`config.mk`:
```
export PLATFORM = sky130hd
export DESIGN_NAME = imem_fetch_arbiter
export DESIGN_NICKNAME = d
export VERILOG_FILES = /design/src/rtl/imem_fetch_arbiter.sv
export SDC_FILE = /design/constraint.sdc
export NUM_CORES = 1
export LEC_CHECK = 0
export CAP_MARGIN = 30
export CORE_AREA = 4 4 153 155
export DETAILED_ROUTE_END_ITERATION = 8
export DIE_AREA = 0 0 157 159
export PLACE_DENSITY = 0.88
export SKIP_LAST_GASP = 1
export SYNTH_ARGS = -nofsm -noshare
export SYNTH_HDL_FRONTEND = slang
export SYNTH_SLANG_ARGS = --single-unit
```
`constraint.sdc`:
```
create_clock -name clk -period 2.8 [get_ports clk]
set_clock_uncertainty 0.05 [all_clocks]
set_input_delay 0.42 -clock clk [delete_from_list [all_inputs] [get_ports clk]]
set_output_delay 0.42 -clock clk [all_outputs]
set_load 0.05 [all_outputs]
```
`src/rtl/imem_fetch_arbiter.sv`:
```
// imem_fetch_arbiter: PC-driven fetch with skid buffer, redirect squash and loader port arbitration
module imem_fetch_arbiter #(
  parameter int          ADDR_W   = 20,
  parameter int          DATA_W   = 32,
  parameter logic [31:0] RESET_PC = 32'h0000_0000
) (
  input  logic              clk,
  input  logic              rst_n,
  input  logic              redirect,
  input  logic [31:0]       redirect_pc,
  output logic              inst_valid,
  input  logic              inst_ready,
  output logic [DATA_W-1:0] inst_data,
  output logic [31:0]       inst_pc,
  input  logic              load_req,
  output logic              load_gnt,
  input  logic              load_we,
  input  logic [ADDR_W-1:0] load_addr,
  input  logic [DATA_W-1:0] load_wdata,
  output logic              mem_en,
  output logic              mem_we,
  output logic [ADDR_W-1:0] mem_addr,
  output logic [DATA_W-1:0] mem_wdata,
  input  logic [DATA_W-1:0] mem_rdata
);
  typedef enum logic {FETCH, LOAD} state_t;
  state_t            state;
  logic [31:0]       pc, pending_pc, skid_pc, issue_pc;
  logic [DATA_W-1:0] skid_data;
  logic              skid_valid, pending, acc, out_free, issue;
  logic [1:0]        next_occ;
  assign acc      = inst_valid & inst_ready;
  assign out_free = !inst_valid | acc;
  assign next_occ = 2'(inst_valid) + 2'(skid_valid) - 2'(acc) + 2'(pending);
  assign issue    = rst_n & (state == FETCH) & !load_req & (redirect | (next_occ <= 2'd1));
  assign issue_pc = redirect ? redirect_pc : pc;
  assign mem_en    = (state == LOAD) ? load_we : issue;
  assign mem_we    = (state == LOAD) & load_we;
  assign mem_addr  = (state == LOAD) ? load_addr : (issue ? issue_pc[ADDR_W+1:2] : '0);
  assign mem_wdata = (state == LOAD) ? load_wdata : '0;
  // Port ownership FSM plus fetch pipeline: output register, skid entry and in-flight read tracking
  always_ff @(posedge clk or negedge rst_n) begin
    if (!rst_n) begin
      state      <= FETCH;
      pc         <= RESET_PC;
      load_gnt   <= 1'b0;
      inst_valid <= 1'b0;
      inst_data  <= '0;
      inst_pc    <= '0;
      skid_valid <= 1'b0;
      skid_data  <= '0;
      skid_pc    <= '0;
      pending    <= 1'b0;
      pending_pc <= '0;
    end else if (state == LOAD) begin
      if (!load_req) begin
        state    <= FETCH;
        load_gnt <= 1'b0;
        pc       <= RESET_PC;
      end
    end else if (load_req) begin
      state      <= LOAD;
      load_gnt   <= 1'b1;
      inst_valid <= 1'b0;
      skid_valid <= 1'b0;
      pending    <= 1'b0;
    end else if (redirect) begin
      inst_valid <= 1'b0;
      skid_valid <= 1'b0;
      pending    <= 1'b1;
      pending_pc <= redirect_pc;
      pc         <= redirect_pc + 32'd4;
    end else begin
      pending <= issue;
      if (issue) begin
        pending_pc <= pc;
        pc         <= pc + 32'd4;
      end
      if (out_free) begin
        inst_valid <= skid_valid | pending;
        if (skid_valid) begin
          inst_data <= skid_data;
          inst_pc   <= skid_pc;
        end else if (pending) begin
          inst_data <= mem_rdata;
          inst_pc   <= pending_pc;
        end
      end
      skid_valid <= out_free ? (skid_valid & pending) : (skid_valid | pending);
      if (pending) begin
        skid_data <= mem_rdata;
        skid_pc   <= pending_pc;
      end
    end
  end
endmodule
```
==> summary.txt <==
Logic synthesis
  – Synthesized area: ~9800 µm²
  – YS warnings: 0
  – Register area share after synthesis: 0.503
  – Top FF cell, synth: dfrtp_1
  – Number of synthesized flops with an enable pin: 0
  – Top cells by area, synth: dfrtp_1 50%, mux2i_1 9.4%, mux2_2 7.1%
  – Yosys cell types: 64
  – Synth top area share: 0.503
  – Seq cells post-synth: 197
  – Cell count after synthesis: 941
  – Synthesized area per cell: ~10 µm²
  – Largest area contributor in the netlist: dfrtp_1
  – Asr flop ratio synth: 1.00
  – Synthesized net count: about 1100

STA
  – RSZ-0062 raised after global routing: true
  – Worst Max-Slew Pin Slew: 0.933 ns
  – Setup total negative slack: -4.81 ns
  – Final hold vios: 18
  – Fmax achieved: around 0.33 GHz
  – Period utilization: 1.09
  – Final setup viols: 21
  – Hold slack: -0.192 ns
  – Post-route minimum period: 3.04 ns
  – Worst Setup Slack, final: -0.242 ns
  – Max transition margin: 0.378
  – Slew Viols, Final: 0

Clocking
  – Clock slew at reported path FFs: 0.07 ns
  – Clk_lat worst skew: 0.43 ns
  – CTS Buf Count: 17
  – Clock sink count: 197
  – Root Buffer: clkbuf_16
  – CTS tree: done
  – H-Tree Depth: 4
  – Clock Tree Buf Depth: 2

Worst setup path
  – Crit Reg-Reg Endpoint: pc[23]
  – Startpoint Class: flop
  – CP Capture Type: primary output
  – Worst R2R Path Depth: 13
  – Crit path required time: 2.33 ns
  – Data arrival, critical path: roughly 2.6 ns
  – Max FO, Critical Path: 8
  – R2R setup slack: around 0.05 ns
  – RR Startpoint: inst_valid
  – Critical path class: flop to primary output

Flow run
  – Total of max-cap violations: 0

GRT
  – Gr ovfl total: 0
  – Gr usage total: 0.213
  – Largest net degree at the start of global routing: 180
  – Initial antenna violation count: 0
  – Vias in the first global route: 8236
  – First-pass GRT wire length: 43100 µm

Power and ir drop
  – P_leak: roughly 5.7 nW
  – Cell Pwr Density: 760 nW/µm²
  – Peak supply drop: 312 µV

Final layout
  – Area grow syn2layout: 42.7%
  – Final net count: 1337
  – Area of the multi-input gates: 4880 µm²
  – Fraction of layout cells with a size suffix above 1: 0.224
  – # diodes: 0
  – Final std cells w/o fill: 1501
  – Reg area: 4940 µm²
  – Fillers: 1611
  – Final Cell Area: 14000 µm²

Route
  – Via count: ~8200
  – Drt via density: 5.44
  – Routed wl met2: 13500 µm
  – Iter 0 DRT Violations: 512
  – Routed length on met1: 11700 µm
  – Top Metal Used: met4
  – Router iterations before antenna repair: 5
  – Avg WL per Cell: 18.2 µm
  – DRC viols: 0
  – Final wirelength: 27400 µm
  – Met3 routed WL: 1680 µm
  – Number of routed nets with antenna violations: 0

Floorplanning
  – Core ar.: 21800 µm²
  – Die height: between 150 and 200 µm
  – Die Footprint: 25000 µm²
  – Chip width: 157 µm
  – Initial Utilization: 0.449
  – Num rows: 54
  – Io pins: 242

Status
  – Violated checks: hold timing, setup timing
  – Outcome: complete, but fails checks

Placed design
  – Placer Congestion: 0.932
  – Inst Count DP: around 1500
  – Dpl cell area: 13300 µm²
  – Port Buf Inserts: approximately 240
  – Detailed Place HPWL: 20000 µm

Hold path
  – Worst hold path type: input port to async pin
-- Yosys cell counts, types with 10 or more instances --
master    number
clkbuf_1      29
nor3_1        11
mux2_2        62
nand2_1       68
and2_1        34
inv_1         10
xor2_1        15
mux2i_1       92
nor2_1       106
o21ai_0       42
dfrtp_1      197
a21oi_1      109
buf_2         27
xnor2_1       11
-- report_power, final --
part	internal, W	switching (W)
clock network	0.00118	0.00107
registers	0.00372	0.000536
logic	0.00165	0.00248
-- how the worst max path moves through the flow --
stage	startpoint	slack, ns	cells past startpoint	to
6_report	inst_valid	-0.24	10	mem_addr[12]
5_1_grt	inst_valid	-0.33	10	mem_addr[7]
3_3_place_gp	inst_ready	-0.39	11	mem_addr[8]
2_1_floorplan	inst_valid	-0.01	9	mem_addr[10]
3_5_place_dp	inst_ready	-0.43	11	mem_addr[10]
4_1_cts	inst_valid	-0.26	10	mem_addr[16]
-- cells by family after synthesis --
kind of cell,after synthesis,synth area share
simple gates,283,0.147
compound gates,201,0.118
fa+ha+maj,3,0.00383
xor+xnor,26,0.0232
mux,160,0.172
buf+inv,71,0.0333
flops,197,0.503
-- repair_timing --
action,4_1_cts,5_1_grt
gates cloned,1,0
gates resized for setup,11,8
setup buffers,3,1
pin swaps,6,4
hold endpoints to repair,18,18
endpoints found under the setup margin,21,24
-- critical path, cell delays in order, from the launching register on --
cell and delay (ns):
dfrtp_2 0.40, and2_4 0.14, ha_4 0.25, inv_2 0.04, ha_4 0.23, a21oi_4 0.19, xor2_2 0.22, o21ai_4 0.13
buf_12 0.22, o21ai_4 0.16, buf_12 0.15
-- placed cells by master, fill, tap and decap left out, drive strengths merged, types with 2 or more instances in the layout --
| cell type | count |
|---|---|
| nor4 | 4 |
| clkinvlp | 3 |
| a22o | 4 |
| mux2 | 67 |
| nor2 | 107 |
| o22ai | 6 |
| clkdlybuf4s50 | 187 |
| a211o | 3 |
| o31ai | 2 |
| a21oi | 110 |
| clkinv | 4 |
| nand2b | 6 |
| nand4b | 4 |
| a32o | 3 |
| dfrtp | 197 |
| or3 | 2 |
| nand4 | 5 |
| mux2i | 93 |
| nand2 | 68 |
| and3 | 4 |
| nor4bb | 2 |
| xor2 | 15 |
| ha | 3 |
| nand3 | 10 |
| o311ai | 2 |
| xnor2 | 11 |
| a21o | 3 |
| nor3b | 5 |
| buf | 123 |
| nor2b | 5 |
| nor3 | 16 |
| nand3b | 8 |
| o21ai | 50 |
| a31oi | 3 |
| clkbuf | 21 |
| and2 | 34 |
| a22oi | 5 |
| inv | 12 |
-- per-layer routing --
metal  GRT usage  vias to the layer above
li1            -                     3849
met1       0.288                     3972
met2       0.348                      288
met3      0.0438                       54
met4      0.0604                        0
met5           0                        -
-- per-stage QoR --
stage	worst slack [ns]	power (W)	util
5_1_grt	-0.329	0.0111	0.641
3_3_place_gp	-0.393	0.00825	0.609
6_report	-0.242	0.0106	0.641
3_5_place_dp	-0.425	0.00842	0.611
2_1_floorplan	-0.0130	0.00676	-
4_1_cts	-0.262	0.0107	0.640
-- sequential cells by signal, indices dropped and copies added, names as in the netlist --
name,flops
pending,1
skid_data,32
pc,32
skid_valid,1
skid_pc,32
inst_data,32
inst_valid,1
inst_pc,32
state,1
load_gnt,1
pending_pc,32
-- cell type report --
type,instances,area share
clock inverters,9,0.00537
clock buffers,19,0.0324
inverters,10,0.00268
flip-flops and latches,197,0.353
repair buffers,313,0.233
multi-input cells,673,0.349
well taps,280,0.0250
(Power assumes the default switching activity.)
